[src/rtl/fetch_pc_if.sv]
// fetch_pc_if: bundles the icache request/response, hazard/redirect/halt
// controls and the IF/ID latch payload of the instruction-fetch stage.
// The master modport is the fetch stage; the slave modport is its
// surroundings (icache, hazard unit, later stages, IF/ID latch).
interface fetch_pc_if;
  // icache side
  logic        ihit;
  logic [31:0] imemload;
  logic        imemREN;
  logic [31:0] imemaddr;
  // hazard unit and later stages
  logic        stall;
  logic        redirect_valid;
  logic [31:0] redirect_pc;
  logic        halt;
  // IF/ID latch
  logic        ifid_wen;
  logic        ifid_flush;
  logic [31:0] ifid_imemload;
  logic [31:0] ifid_imemaddr;

  modport master (
    input  ihit,
    input  imemload,
    input  stall,
    input  redirect_valid,
    input  redirect_pc,
    input  halt,
    output imemREN,
    output imemaddr,
    output ifid_wen,
    output ifid_flush,
    output ifid_imemload,
    output ifid_imemaddr
  );

  modport slave (
    output ihit,
    output imemload,
    output stall,
    output redirect_valid,
    output redirect_pc,
    output halt,
    input  imemREN,
    input  imemaddr,
    input  ifid_wen,
    input  ifid_flush,
    input  ifid_imemload,
    input  ifid_imemaddr
  );
endinterface

[src/rtl/fetch_pc.sv]
// fetch_pc: instruction-fetch stage. Owns the PC, issues the icache read,
// and produces write-enable/flush/payload for the IF/ID latch. Handles
// stalls, taken branch/jump redirects (deferred while an icache miss is
// outstanding) and a terminal halt state left only through reset.
//
// Optional build macro FETCH_PERF_EN adds two free-running performance
// counters, fetch_count and miss_cycles, as extra output ports.
module fetch_pc #(
  parameter logic [31:0] PC_INIT = 32'h0000_0000
) (
  input  logic        clk,
  input  logic        nRst,
  fetch_pc_if.master  fif
`ifdef FETCH_PERF_EN
  ,
  output logic [31:0] fetch_count,
  output logic [31:0] miss_cycles
`endif
);

  // Front-end control states
  localparam logic [1:0] ST_RUN        = 2'd0;
  localparam logic [1:0] ST_WAIT_REDIR = 2'd1;
  localparam logic [1:0] ST_HALTED     = 2'd2;

  logic [31:0] pc_q,      pc_d;
  logic [31:0] pend_pc_q, pend_pc_d;
  logic [1:0]  state_q,   state_d;

  logic [31:0] pc_plus4;
  logic [31:0] redir_tgt;
  logic        wen_c;
  logic        flush_c;

  // Sequential successor wraps naturally at 2^32.
  assign pc_plus4  = pc_q + 32'd4;
  // Redirect targets are word aligned; the low two bits are dropped.
  assign redir_tgt = fif.redirect_pc & 32'hFFFF_FFFC;

  // Next-state and IF/ID control: halt > redirect > stall > hit/miss.
  always_comb begin
    pc_d      = pc_q;
    pend_pc_d = pend_pc_q;
    state_d   = state_q;
    wen_c     = 1'b0;
    flush_c   = 1'b0;

    if (state_q == ST_HALTED) begin
      // Parked: keep feeding bubbles downstream forever.
      wen_c   = 1'b1;
      flush_c = 1'b1;
    end else if (fif.halt) begin
      state_d = ST_HALTED;
      wen_c   = 1'b1;
      flush_c = 1'b1;
    end else if (state_q == ST_WAIT_REDIR) begin
      // The icache is still busy with the stale PC; the newest redirect
      // target wins, and the word that eventually returns is thrown away.
      if (fif.redirect_valid) begin
        pend_pc_d = redir_tgt;
      end
      if (fif.redirect_valid || !fif.stall) begin
        wen_c   = 1'b1;
        flush_c = 1'b1;
        if (fif.ihit) begin
          pc_d    = fif.redirect_valid ? redir_tgt : pend_pc_q;
          state_d = ST_RUN;
        end
      end
    end else begin
      // RUN (any unused encoding also behaves as RUN and self-recovers)
      state_d = ST_RUN;
      if (fif.redirect_valid) begin
        wen_c   = 1'b1;
        flush_c = 1'b1;
        if (fif.ihit) begin
          pc_d = redir_tgt;
        end else begin
          // Cannot abandon the in-flight miss; remember where to go.
          pend_pc_d = redir_tgt;
          state_d   = ST_WAIT_REDIR;
        end
      end else if (fif.stall) begin
        wen_c   = 1'b0;
        flush_c = 1'b0;
      end else if (fif.ihit) begin
        pc_d    = pc_plus4;
        wen_c   = 1'b1;
        flush_c = 1'b0;
      end else begin
        // Miss: push a bubble so decode does not see a stale word.
        wen_c   = 1'b1;
        flush_c = 1'b1;
      end
    end
  end

  // PC, pending redirect and control state, asynchronously reset.
  always_ff @(posedge clk or negedge nRst) begin
    if (!nRst) begin
      pc_q      <= PC_INIT;
      pend_pc_q <= 32'h0000_0000;
      state_q   <= ST_RUN;
    end else begin
      pc_q      <= pc_d;
      pend_pc_q <= pend_pc_d;
      state_q   <= state_d;
    end
  end

  // Outputs: icache request from registered state, IF/ID pass-throughs.
  assign fif.imemaddr      = pc_q;
  assign fif.imemREN       = (state_q != ST_HALTED);
  assign fif.ifid_wen      = wen_c   & nRst;
  assign fif.ifid_flush    = flush_c & nRst;
  assign fif.ifid_imemload = fif.imemload;
  assign fif.ifid_imemaddr = pc_plus4;

`ifdef FETCH_PERF_EN
  logic [31:0] fetch_count_q, fetch_count_d;
  logic [31:0] miss_cycles_q, miss_cycles_d;
  logic        fetch_inc;
  logic        miss_inc;

  assign fetch_inc = (state_q == ST_RUN) && fif.ihit && !fif.stall &&
                     !fif.redirect_valid && !fif.halt;
  assign miss_inc  = fif.imemREN && !fif.ihit;

  // Counter increments; both wrap at 2^32.
  always_comb begin
    fetch_count_d = fetch_count_q;
    miss_cycles_d = miss_cycles_q;
    if (fetch_inc) begin
      fetch_count_d = fetch_count_q + 32'd1;
    end
    if (miss_inc) begin
      miss_cycles_d = miss_cycles_q + 32'd1;
    end
  end

  // Performance counter registers.
  always_ff @(posedge clk or negedge nRst) begin
    if (!nRst) begin
      fetch_count_q <= 32'h0000_0000;
      miss_cycles_q <= 32'h0000_0000;
    end else begin
      fetch_count_q <= fetch_count_d;
      miss_cycles_q <= miss_cycles_d;
    end
  end

  assign fetch_count = fetch_count_q;
  assign miss_cycles = miss_cycles_q;
`endif

endmodule

[src/flat_wrapper.sv]
// flat-port wrapper written by rule: the top's interface ports become plain ports
module fetch_pc_flat 
#(
  parameter logic [31:0] PC_INIT = 32'h0000_0000
)
  (clk, nRst, fif_ihit, fif_imemload, fif_stall, fif_redirect_valid, fif_redirect_pc, fif_halt, fif_imemREN, fif_imemaddr, fif_ifid_wen, fif_ifid_flush, fif_ifid_imemload, fif_ifid_imemaddr);
  fetch_pc_if fif_i ();
  input  logic clk;
  input  logic nRst;
  input wire logic [$bits(fif_i.ihit)-1:0] fif_ihit;
  input wire logic [$bits(fif_i.imemload)-1:0] fif_imemload;
  input wire logic [$bits(fif_i.stall)-1:0] fif_stall;
  input wire logic [$bits(fif_i.redirect_valid)-1:0] fif_redirect_valid;
  input wire logic [$bits(fif_i.redirect_pc)-1:0] fif_redirect_pc;
  input wire logic [$bits(fif_i.halt)-1:0] fif_halt;
  output wire logic [$bits(fif_i.imemREN)-1:0] fif_imemREN;
  output wire logic [$bits(fif_i.imemaddr)-1:0] fif_imemaddr;
  output wire logic [$bits(fif_i.ifid_wen)-1:0] fif_ifid_wen;
  output wire logic [$bits(fif_i.ifid_flush)-1:0] fif_ifid_flush;
  output wire logic [$bits(fif_i.ifid_imemload)-1:0] fif_ifid_imemload;
  output wire logic [$bits(fif_i.ifid_imemaddr)-1:0] fif_ifid_imemaddr;
  assign fif_i.ihit = fif_ihit;
  assign fif_i.imemload = fif_imemload;
  assign fif_i.stall = fif_stall;
  assign fif_i.redirect_valid = fif_redirect_valid;
  assign fif_i.redirect_pc = fif_redirect_pc;
  assign fif_i.halt = fif_halt;
  assign fif_imemREN = fif_i.imemREN;
  assign fif_imemaddr = fif_i.imemaddr;
  assign fif_ifid_wen = fif_i.ifid_wen;
  assign fif_ifid_flush = fif_i.ifid_flush;
  assign fif_ifid_imemload = fif_i.ifid_imemload;
  assign fif_ifid_imemaddr = fif_i.ifid_imemaddr;
  fetch_pc #(.PC_INIT(PC_INIT)) u_core (.clk(clk), .nRst(nRst), .fif(fif_i));
endmodule
[config.mk]
export PLATFORM = sky130hd
export DESIGN_NAME = fetch_pc_flat
export DESIGN_NICKNAME = d
export VERILOG_FILES = /design/src/rtl/fetch_pc_if.sv /design/src/rtl/fetch_pc.sv /design/src/flat_wrapper.sv
export SDC_FILE = /design/constraint.sdc
export NUM_CORES = 1
export LEC_CHECK = 0
export BUFFER_PORTS_ARGS = -buffer_cell sky130_fd_sc_hd__buf_2
export CELL_PAD_IN_SITES_DETAIL_PLACEMENT = 0
export CELL_PAD_IN_SITES_GLOBAL_PLACEMENT = 1
export CORE_MARGIN = 4
export CORE_UTILIZATION = 39
export CTS_CLUSTER_DIAMETER = 100
export DETAILED_ROUTE_END_ITERATION = 16
export MAX_ROUTING_LAYER = met4
export PLACE_DENSITY = 0.83
export SYNTH_ARGS = -nofsm -noshare
export SYNTH_HDL_FRONTEND = slang
export SYNTH_SLANG_ARGS = --single-unit
[constraint.sdc]
create_clock -name clk -period 3.9 [get_ports clk]
set_clock_uncertainty 0.15 [all_clocks]
set_input_delay 0.975 -clock clk [delete_from_list [all_inputs] [get_ports clk]]
set_output_delay 0.975 -clock clk [all_outputs]
set_load 0.03 [all_outputs]
==> results.cfg <==
[status]
status = completed

[worst_hold_path]
hold_end = u_core.pend_pc_q[1]
min_path_cells = 1
min-delay-start = u_core.pend_pc_q[1]
hold_path_class = flop to flop

[logic_synthesis]
synth_top_family_by_area = simple AND/OR/NAND/NOR gates
synth_fa_ha_area_share_pct = 0.7463
synth_fp_nets = 528
ys.flop_type = dfrtp_1
synth_edf_count = 0
yosysSeqAreaShare_pct = 37.89
async_flop_share_pct = 100.0
synthSimpleGateAreaFrac_pct = 18.46
yosys_warnings = 0
ys_ff_latch = 66
synthMuxAreaShare_pct = 11.25
syn_avg_cell_area_um2 = 9.539
synthesis.area_mm2 = 0.004359
synth_cell_types = 57
synth-xor-area-share_pct = 5.224
synth-compound-area-share_pct = 16.45
syn_inst = 457

[layout]
fillerInstances = 1052
final_nets = 589
n_antenna_cell = 0
fin_util_pct = 45.85
drive_gt1_share_pct = 33.65
areaGrowthSynthToFinish_pct = 14.52

[timing]
rsz0062_at_grt = no
min_period_ns = 3.560
max_slew_margin_pct = 42.27
timing.fmax_mhz = 280.9
drv_slew = 0
tightestPinTransition_ns = 0.8660
whs_ns = 0.3561
finalHoldViolations = 0
final.setup.tns_ns = 0
setup-violations-final = 0
post-route-period-util_pct = 91.28

[die]
row_count = 38
die_x_um = 113.7
pin_count = 169
core_region_area_mm2 = 0.01089
die-area_mm2 = 0.01293
die_h_um = 113.7
initial_core_util_pct = 40.04

[cts]
postCtsResizedCells = 0
worstSkewPairLatency_ns = 0.35
cts_tree = done
h-tree-depth = 3
cts_buffers = 9
ctsHoldBuffers = 0
clock-root-buffer = clkbuf_8
clkTransAtPathRegs_ns = 0.08
cts.sinks = 66
clk_path_buf_depth = 2
post-cts-setup-buffer-count = 0

[setup_path]
rrSetupSlack_ns = 1.58
ff2ff_path_depth = 4
end_kind = primary output
regToRegEndpoint = u_core.fif.imemaddr[15]
crit_type = flop to primary output
cp_slowest_cell = nor4_1
path_buf_inv = 1
worstReg2RegStart = u_core.fif.imemaddr[4]
cp.required_ns = 2.77
slowest_delay_ns = 0.65
critPathLaunch = u_core.fif.imemaddr[3]
crit_arrival_ns = 2.43
crit_family = simple AND/OR/NAND/NOR gates
setup.worst_path.start_class = flop
cp_max_fo = 9
path_cells = ha_1 -> nand3_1 -> nor4_1 -> xor2_1 -> buf_2

[grt]
grt_util_all_layers_pct = 20.62
overflow = 0
grt_pass1_vias = 3855
grt_pass1_wl_mm = 20.58
antenna_found_initial = 0
grt_start_max_net_pins = 67

[drt]
drc = 0
dr.pass1.iters = 5
final_antenna_net_count = 0
drtIter0Drc = 316
wire_per_inst_um = 19.34
vias = 3841
viasPerCell = 5.793
wl_mm = 12.82

[pwr]
ir_drop_mv = 0.1908
cellPowerDensity_mw_per_mm2 = 355.5
power.leakage_nw = 2.152

[placement]
io_buffer_count = 102
hpwlAfterDp_mm = 9.136
gp_congestion = 0.8375

[job]
maxCapViolCount = 0
[kinds of logic after synthesis]
logic type | count (synthesis)
buf+inv | 77
fa+ha+maj | 3
xor+xnor | 26
compound gates | 98
simple gates | 142
flops | 66
mux | 45
[synthesized netlist by cell type, types with 8 or more instances]
master     n  area (um^2)
nand2_1   25        93.84
and2_1     8        50.05
nor2_1    10        37.54
dfrtp_1   66         1652
nor3_1    20        100.1
o211ai_1  11        82.58
clkbuf_1  22        82.58
nand2b_1   8        50.05
xor2_1    10        87.58
inv_1     10        37.54
buf_2      9        45.04
nand3_1   17        85.08
o21ai_0   19        95.09
a22o_1    10        87.58
xnor2_1   16        140.1
a31oi_1    8        50.05
and3_1    10        62.56
buf_4     34        255.2
mux2_2    32        360.4
nand4_1   11        68.82
mux2i_1   13        130.1
[where the power goes]
part	total, mW	internal [mW]	switching (mW)
sequential	0.796	0.736	0.0603
clock	0.656	0.376	0.281
combinational	0.322	0.120	0.203
total	1.77	1.23	0.544
[state kept, by name, summed over array words and instances, names as in the netlist]
name                 cells
u_core.fif.imemaddr     32
u_core.pend_pc_q        32
u_core.state_q           2
[placed cells by master, fill, tap and decap left out, types with 4 or more instances in the layout]
| master | Yosys | routed |
|---|---|---|
| a31oi_1 | 8 | 8 |
| a22o_1 | 10 | 10 |
| nand2_1 | 25 | 25 |
| nor3_1 | 20 | 19 |
| nand2b_1 | 8 | 8 |
| o311ai_0 | 7 | 7 |
| a21oi_1 | 7 | 7 |
| nor2_1 | 10 | 10 |
| and3_1 | 10 | 10 |
| and2_1 | 8 | 8 |
| nor2b_1 | 5 | 4 |
| o21ai_0 | 19 | 19 |
| a221oi_1 | 6 | 6 |
| buf_2 | 9 | 102 |
| nor4_1 | 5 | 5 |
| nand4_1 | 11 | 11 |
| buf_4 | 34 | 15 |
| xnor2_1 | 16 | 16 |
| dfrtp_1 | 66 | 66 |
| or3_1 | 6 | 6 |
| clkbuf_8 | 0 | 10 |
| nand3_1 | 17 | 17 |
| xor2_1 | 10 | 10 |
| o2bb2ai_1 | 7 | 7 |
| inv_1 | 10 | 10 |
| mux2_2 | 32 | 32 |
| mux2i_1 | 13 | 13 |
| and4_1 | 4 | 4 |
| o211ai_1 | 11 | 11 |
[metrics by stage]
step                      instance area, um^2  setup WS, ns  cells  power (mW)
after floorplan                          4359        0.4571    457       1.074
after global routing                     4992        0.1211    663       1.849
after detailed placement                 4773        0.7091    647       1.133
after CTS                                4992        0.3257    663       1.785
after global placement                   4773        0.7120    647       1.124
final                                    4992        0.3402    663       1.775
[cell type report]
cell class	count	area (um^2)	area share, %
Tap cell	140	175.2	3.509
Timing Repair Buffer	117	623.1	12.48
Sequential cell	66	1652	33.08
Clock buffer	11	141.4	2.832
Clock inverter	5	77.57	1.554
Inverter	10	37.54	0.7519
Multi-Input combinational cell	314	2286	45.79
[metal layers]
| layer | up-vias | global-route usage [%] | wire length [um] |
|---|---|---|---|
| met1 | 1914 | 27.96 | 5691 |
| met4 | 0 | 6.971 | 191 |
| li1 | 1777 | - | - |
| met3 | 26 | 3.130 | 799 |
| met5 | - | - | 0 |
| met2 | 124 | 31.68 | 6140 |
[worst max path at each step]
| stage | to | slack, ns | depth (start not counted) |
|---|---|---|---|
| 2_1_floorplan | fif_ifid_imemaddr[29] | 0.46 | 6 |
| 3_3_place_gp | fif_ifid_imemaddr[29] | 0.71 | 5 |
| 3_5_place_dp | fif_ifid_imemaddr[18] | 0.71 | 5 |
| 4_1_cts | fif_ifid_imemaddr[18] | 0.33 | 5 |
| 5_1_grt | fif_ifid_imemaddr[18] | 0.12 | 5 |
| 6_report | fif_ifid_imemaddr[18] | 0.34 | 5 |
No activity file was read; power rests on OpenSTA's default activity.
